==> config.mk <==
export PLATFORM = sky130hd
export DESIGN_NAME = hit_scorer_flat
export DESIGN_NICKNAME = d
export VERILOG_FILES = /design/src/rtl/hit_scorer_if.sv /design/src/rtl/hit_scorer.sv /design/src/flat_wrapper.sv
export SDC_FILE = /design/constraint.sdc
export NUM_CORES = 1
export LEC_CHECK = 0
export ABC_AREA = 1
export ABC_CLOCK_PERIOD_IN_PS = 7200
export BUFFER_PORTS_ARGS = -buffer_cell sky130_fd_sc_hd__buf_4
export CAP_MARGIN = 15
export CORE_MARGIN = 1
export CORE_UTILIZATION = 30
export DETAILED_ROUTE_END_ITERATION = 12
export GPL_ROUTABILITY_DRIVEN = 0
export HOLD_SLACK_MARGIN = 0.1
export PLACE_DENSITY = 0.44
export SYNTH_ARGS = -nofsm -noshare
export SYNTH_HDL_FRONTEND = slang
export SYNTH_SLANG_ARGS = --single-unit
==> constraint.sdc <==
create_clock -name clk -period 7.2 [get_ports clk]
set_input_delay 1.8 -clock clk [delete_from_list [all_inputs] [get_ports clk]]
set_output_delay 1.8 -clock clk [all_outputs]
set_load 0.02 [all_outputs]
==> src/rtl/hit_scorer_if.sv <==
// hit_scorer_if: switch/LED/score bundle between the game controller and hit_scorer.
//   master: drives clear, enable, led_in, sw; observes led_out, score, streak, pulses, hit_mask.
//   slave : the scorer itself.
interface hit_scorer_if #(
   parameter int N_CH     = 18,
   parameter int SCORE_W  = 12,
   parameter int STREAK_W = 8
);
   logic                clear;
   logic                enable;
   logic [N_CH-1:0]     led_in;
   logic [N_CH-1:0]     sw;
   logic [N_CH-1:0]     led_out;
   logic [SCORE_W-1:0]  score;
   logic [STREAK_W-1:0] streak;
   logic                hit_pulse;
   logic                miss_pulse;
   logic [N_CH-1:0]     hit_mask;
   modport master (
      output clear, enable, led_in, sw,
      input  led_out, score, streak, hit_pulse, miss_pulse, hit_mask
   );
   modport slave (
      input  clear, enable, led_in, sw,
      output led_out, score, streak, hit_pulse, miss_pulse, hit_mask
   );
endinterface

==> src/rtl/hit_scorer.sv <==
// hit_scorer: debounced whack-a-LED hit/miss detection with saturating score and streak.
//   clk, rst_n (async active-low); bus (hit_scorer_if.slave):
//   clear/enable/led_in/sw in; led_out (led_in with hit channels blanked), score, streak,
//   hit_pulse, miss_pulse, hit_mask out, all registered.
//   Define MISS_PENALTY_EN to make each miss subtract one point (floored at 0).
module hit_scorer #(
   parameter int N_CH            = 18,
   parameter int SCORE_W         = 12,
   parameter int STREAK_W        = 8,
   parameter int DEBOUNCE_CYCLES = 4
) (
   input logic         clk,
   input logic         rst_n,
   hit_scorer_if.slave bus
);
   localparam int CW = $clog2(DEBOUNCE_CYCLES + 1);
   localparam int HW = $clog2(N_CH + 1);
   // wide enough for score + N_CH hits, plus a sign bit for the miss penalty
   localparam int SW = SCORE_W + HW + 1;
   localparam int TW = STREAK_W + HW + 1;
   localparam logic signed [SW-1:0] SMAX = SW'({SCORE_W{1'b1}});
   logic [N_CH-1:0]       s1, s2, stable, stable_d, press, live, hit, miss, blank, blank_nx, led_q, mask_q;
   logic [CW-1:0]         cnt [N_CH];
   logic [HW-1:0]         h, m;
   logic signed [SW-1:0]  sum;
   logic [TW-1:0]         st_sum;
   logic [SCORE_W-1:0]    score_q, score_nx;
   logic [STREAK_W-1:0]   streak_q, streak_nx;
   logic                  hit_q, miss_q, act;
   // sync + debounce keep running through clear and enable=0 so a held switch never re-fires
   always_ff @(posedge clk or negedge rst_n) begin
      if (!rst_n) begin
         s1       <= '0;
         s2       <= '0;
         stable   <= '0;
         stable_d <= '0;
         for (int i = 0; i < N_CH; i++) cnt[i] <= '0;
      end else begin
         s1       <= bus.sw;
         s2       <= s1;
         stable_d <= stable;
         for (int i = 0; i < N_CH; i++) begin
            if (s2[i] == stable[i]) cnt[i] <= '0;
            else if (cnt[i] == CW'(DEBOUNCE_CYCLES - 1)) begin
               stable[i] <= s2[i];
               cnt[i]    <= '0;
            end else cnt[i] <= cnt[i] + 1'b1;
         end
      end
   end
   always_comb begin
      act      = bus.enable & ~bus.clear;
      press    = stable & ~stable_d;
      live     = bus.led_in & ~blank;
      hit      = press & live & {N_CH{act}};
      miss     = press & ~live & {N_CH{act}};
      // a dark LED releases its blank; clear wipes the whole mask
      blank_nx = bus.clear ? '0 : (blank | hit) & bus.led_in;
      h        = HW'($countones(hit));
      m        = HW'($countones(miss));
`ifdef MISS_PENALTY_EN
      sum      = $signed(SW'(score_q)) + $signed(SW'(h)) - $signed(SW'(m));
`else
      sum      = $signed(SW'(score_q)) + $signed(SW'(h));
`endif
      score_nx  = sum[SW-1] ? '0 : (sum > SMAX) ? '1 : sum[SCORE_W-1:0];
      st_sum    = TW'(streak_q) + TW'(h);
      streak_nx = (m != '0) ? '0 : (st_sum > TW'({STREAK_W{1'b1}})) ? '1 : st_sum[STREAK_W-1:0];
   end
   always_ff @(posedge clk or negedge rst_n) begin
      if (!rst_n) begin
         blank    <= '0;
         led_q    <= '0;
         mask_q   <= '0;
         hit_q    <= 1'b0;
         miss_q   <= 1'b0;
         score_q  <= '0;
         streak_q <= '0;
      end else begin
         blank    <= blank_nx;
         led_q    <= bus.led_in & ~blank_nx;
         mask_q   <= hit;
         hit_q    <= |hit;
         miss_q   <= |miss;
         score_q  <= bus.clear ? '0 : score_nx;
         streak_q <= bus.clear ? '0 : streak_nx;
      end
   end
   assign bus.led_out    = led_q;
   assign bus.hit_mask   = mask_q;
   assign bus.hit_pulse  = hit_q;
   assign bus.miss_pulse = miss_q;
   assign bus.score      = score_q;
   assign bus.streak     = streak_q;
endmodule
==> src/flat_wrapper.sv <==
// flat-port wrapper written by rule: the top's interface ports become plain ports
module hit_scorer_flat 
#(
   parameter int N_CH            = 18,
   parameter int SCORE_W         = 12,
   parameter int STREAK_W        = 8,
   parameter int DEBOUNCE_CYCLES = 4
)
  (clk, rst_n, bus_clear, bus_enable, bus_led_in, bus_sw, bus_led_out, bus_score, bus_streak, bus_hit_pulse, bus_miss_pulse, bus_hit_mask);
  hit_scorer_if #(.N_CH(N_CH), .SCORE_W(SCORE_W), .STREAK_W(STREAK_W)) bus_i ();
  input logic clk;
  input logic rst_n;
  input wire logic [$bits(bus_i.clear)-1:0] bus_clear;
  input wire logic [$bits(bus_i.enable)-1:0] bus_enable;
  input wire logic [$bits(bus_i.led_in)-1:0] bus_led_in;
  input wire logic [$bits(bus_i.sw)-1:0] bus_sw;
  output wire logic [$bits(bus_i.led_out)-1:0] bus_led_out;
  output wire logic [$bits(bus_i.score)-1:0] bus_score;
  output wire logic [$bits(bus_i.streak)-1:0] bus_streak;
  output wire logic [$bits(bus_i.hit_pulse)-1:0] bus_hit_pulse;
  output wire logic [$bits(bus_i.miss_pulse)-1:0] bus_miss_pulse;
  output wire logic [$bits(bus_i.hit_mask)-1:0] bus_hit_mask;
  assign bus_i.clear = bus_clear;
  assign bus_i.enable = bus_enable;
  assign bus_i.led_in = bus_led_in;
  assign bus_i.sw = bus_sw;
  assign bus_led_out = bus_i.led_out;
  assign bus_score = bus_i.score;
  assign bus_streak = bus_i.streak;
  assign bus_hit_pulse = bus_i.hit_pulse;
  assign bus_miss_pulse = bus_i.miss_pulse;
  assign bus_hit_mask = bus_i.hit_mask;
  hit_scorer #(.N_CH(N_CH), .SCORE_W(SCORE_W), .STREAK_W(STREAK_W), .DEBOUNCE_CYCLES(DEBOUNCE_CYCLES)) u_core (.clk(clk), .rst_n(rst_n), .bus(bus_i));
endmodule
==> tab_implementation.tex <==
\begin{tabular}{lr}
\hline
Metric & Value \\
\hline
\multicolumn{2}{l}{\textbf{Cells and area}} \\
Share of post-route cells with drive strength above 1 & 0.175 \\
Count of non-filler cells in the finished layout & 1529 \\
Post-layout nets & 1257 \\
Leading cell types in the layout, fill and taps excluded & sky130\_fd\_sc\_hd\_\_dfrtp\_1, sky130\_fd\_sc\_hd\_\_inv\_1, sky130\_fd\_sc\_hd\_\_nor2\_1 \\
Most common cell after layout, fill and taps aside & sky130\_fd\_sc\_hd\_\_dfrtp\_1 \\
Number of filler instances in the final layout & 3082 \\
Area growth from synthesis to layout & 24.5\% \\
Post-layout util & 0.382 \\
Ant diodes & 0 \\
\multicolumn{2}{l}{\textbf{STA}} \\
Worst relative slew slack & 0.513 \\
Tcrit/Tclk final & 0.926 \\
Final critical-path setup slack & around 0.54 ns \\
Worst hold slack & approximately 0.35 ns \\
Max-slew violation count & 0 \\
Worst clock skew on the final layout & 0.0175 ns \\
Final setup violation count & 0 \\
Worst slew pin tran & 0.730 ns \\
RSZ-0062 raised after global routing & false \\
Fin. Hold Viols & 0 \\
Final total negative setup slack & 0 ns \\
Timing-limited maximum frequency & about 150 MHz \\
Final worst path period need & $\sim$6.7 ns \\
\multicolumn{2}{l}{\textbf{Yosys}} \\
Number of flops mapped to enable cells by yosys & 0 \\
Sequential element share of the synthesized area & 0.534 \\
Net count after synthesis & 1099 \\
Ranking of synthesized cells by area & sky130\_fd\_sc\_hd\_\_dfrtp\_1, sky130\_fd\_sc\_hd\_\_ha\_1, sky130\_fd\_sc\_hd\_\_inv\_1 \\
Share of the synthesized area in the top cell type & 0.534 \\
Async set-or-reset flop fraction in the synthesized netlist & 1.00 \\
Most instantiated flip-flop cell in the synthesis netlist & sky130\_fd\_sc\_hd\_\_dfrtp\_1 \\
Cell accounting for the most synthesized area & sky130\_fd\_sc\_hd\_\_dfrtp\_1 \\
Ys Warns & 0 \\
Number of library cell types mapped by synthesis & 31 \\
Post-synthesis sequential element count & 202 \\
Syn avg cell area & 9.88 sq um \\
Synthesized area & 9470 sq um \\
Number of instances in the synthesized netlist & about 960 \\
\multicolumn{2}{l}{\textbf{CTS}} \\
Depth of the CTS H-tree & 1 \\
Number of buffers inserted for hold repair after clock tree synthesis & 0 \\
Clock sink count & 202 \\
Resized Gates After CTS & 0 \\
Setup bufs post-CTS & 0 \\
Number of buffers inserted during clock tree synthesis & 24 \\
Maximum count of clock buffers along a single path & 3 \\
Root Buffer Master & sky130\_fd\_sc\_hd\_\_clkbuf\_16 \\
Clock slew at reported path FFs & 0.06 ns \\
Clock tree from TritonCTS & built \\
Clock latency at the later pin of the worst-skew pair & 0.52 ns \\
\multicolumn{2}{l}{\textbf{GRT}} \\
Number of global-route vias before repair & 6511 \\
Congestion Overflow GR & 0 \\
Overall track demand over capacity in global routing & 0.129 \\
Antenna violations before repair & 0 \\
Wire length of the first global-routing pass & 33300 microns \\
Maximum number of pins on one net before global-route repair & 118 \\
\multicolumn{2}{l}{\textbf{Run status}} \\
Outcome & complete, but fails checks \\
Violations in the final reports & DRC \\
\multicolumn{2}{l}{\textbf{Job}} \\
MaxCap Viol Count & 0 \\
\multicolumn{2}{l}{\textbf{Floorplanning}} \\
Core outline area & 30800 sq um \\
Die area & 32300 sq um \\
Horizontal die dimension & 180 microns \\
Initial Util & 0.307 \\
Number of top-level design ports & 98 \\
Die extent in y & 180 microns \\
Num rows & 64 \\
\multicolumn{2}{l}{\textbf{Power}} \\
Power per standard cell area & 301 nW/um\^{}2 \\
Leakage power & $\sim$6.1 nW \\
Worst voltage drop across the vdd grid & 0.000144 V \\
\multicolumn{2}{l}{\textbf{Critical path}} \\
Endpoint required time on the critical path & 7.66 ns \\
Most frequent cell on the critical path & sky130\_fd\_sc\_hd\_\_inv\_1 \\
Largest stage delay on the critical path & 0.54 ns \\
Nature of the critical path startpoint & input pin \\
Crit path DAT & 7.12 ns \\
Highest fanout seen on the critical path & 10 \\
Classification of the worst setup path & input pin to flip-flop \\
CP Capture Type & flip-flop \\
Master of the slowest instance on the critical path & sky130\_fd\_sc\_hd\_\_fa\_1 \\
\multicolumn{2}{l}{\textbf{Detailed routing}} \\
Total via count after detailed routing & 6319 \\
Post-detailed-route count of antenna-violating nets & 0 \\
First-pass detailed-route iteration total & 11 \\
Number of design rule violations left after detail routing & 8 \\
Initial DRC count & 293 \\
Wirelength per Cell & 12.9 microns \\
Detailed-route vias per instance & 4.13 \\
Aggregate routed wire length & roughly 20000 microns \\
\multicolumn{2}{l}{\textbf{Placed design}} \\
Count of input and output buffers & 97 \\
Worst slack at placement & -0.00736 ns \\
HPWL reported at the end of detailed placement & 14900 microns \\
Number of placed cells counting well taps & 1486 \\
\multicolumn{2}{l}{\textbf{Hold path}} \\
Min-delay worst type & flip-flop to flip-flop \\
\hline
\end{tabular}
[through the flow]
stage	cell area [sq um]	power, W
finish	11800	0.00354
global route	11800	0.00382
CTS	11800	0.00362
detailed placement	11000	0.00236
global placement	11000	0.00235
floorplan	9470	0.00206
[report_power, final]
group,internal (W),switching [W],total [W]
combinational,0.000345,0.000489,0.000833
clock,0.000756,0.000471,0.00123
sequential,0.00136,0.000120,0.00148
total,0.00247,0.00108,0.00354
[flip-flops by register name, summed over array words and instances (netlist names)]
name                   flops
u_core.s2                 18
u_core.cnt                54
u_core.bus.led_out        18
u_core.stable_d           18
u_core.bus.streak          8
u_core.blank              18
u_core.s1                 18
u_core.bus.hit_pulse       1
u_core.bus.miss_pulse      1
u_core.bus.hit_mask       18
u_core.bus.score          12
u_core.stable             18
[cell type report]
class                   count  area, sq um  share of cell area
repair buffers            136         1040              0.0883
flip-flops and latches    202         5050               0.429
clock inverters             7         98.8             0.00839
multi-input cells         550         3610               0.306
clock buffers              36          716              0.0607
inverters                 202          768              0.0652
well taps                 396          495              0.0421
[critical path: cells and delay by family]
family / cells / cell delay (ns)
adders and majority gates: 8 / 3.61
buffers and inverters: 12 / 0.95
AOI/OAI and AO/OA: 2 / 0.23
and+or+nand+nor: 6 / 0.52
[synthesized netlist by cell type (6+ instances only)]
cell,instances
sky130_fd_sc_hd__dfrtp_1,202
sky130_fd_sc_hd__inv_1,199
sky130_fd_sc_hd__nor2_1,146
sky130_fd_sc_hd__nand2_1,128
sky130_fd_sc_hd__ha_1,73
sky130_fd_sc_hd__a21oi_1,41
sky130_fd_sc_hd__fa_1,28
sky130_fd_sc_hd__nand3_1,28
sky130_fd_sc_hd__xnor2_1,23
sky130_fd_sc_hd__nor3_1,18
sky130_fd_sc_hd__nor3b_1,18
sky130_fd_sc_hd__nor2_2,10
sky130_fd_sc_hd__o21ai_1,8
sky130_fd_sc_hd__o21ai_0,7
sky130_fd_sc_hd__nand4_1,6
[metal layers]
layer  up-vias  global-route usage  share of wire
met2        97               0.213           0.47
li1       3234                   -              -
met5         -                   0              0
met1      2956               0.174           0.47
met4         0              0.0383          0.025
met3        32              0.0203          0.034
[cells by family after synthesis]
kind of cell / synth area share
flip-flops: 0.534
buffers and inverters: 0.0849
AND/OR/NAND/NOR: 0.168
adder cells (fa/ha/maj): 0.156
XOR/XNOR: 0.0231
AO/OA/AOI/OAI: 0.0345
[path summary, 6_finish.rpt]
path	start	to	slack, ns	depth (start not counted)
max	bus_clear	u_core.bus.streak[2]	0.54	28
min	u_core.s1[9]	u_core.s2[9]	0.35	0
max reg2reg	u_core.stable[13]	u_core.bus.streak[2]	1.49	26
min reg2reg	u_core.s1[9]	u_core.s2[9]	0.35	0
max in group asynchronous	rst_n	u_core.cnt[47]	4.83	2
min in group asynchronous	rst_n	u_core.bus.score[11]	1.30	1
Power figures use the tool's default switching activity.
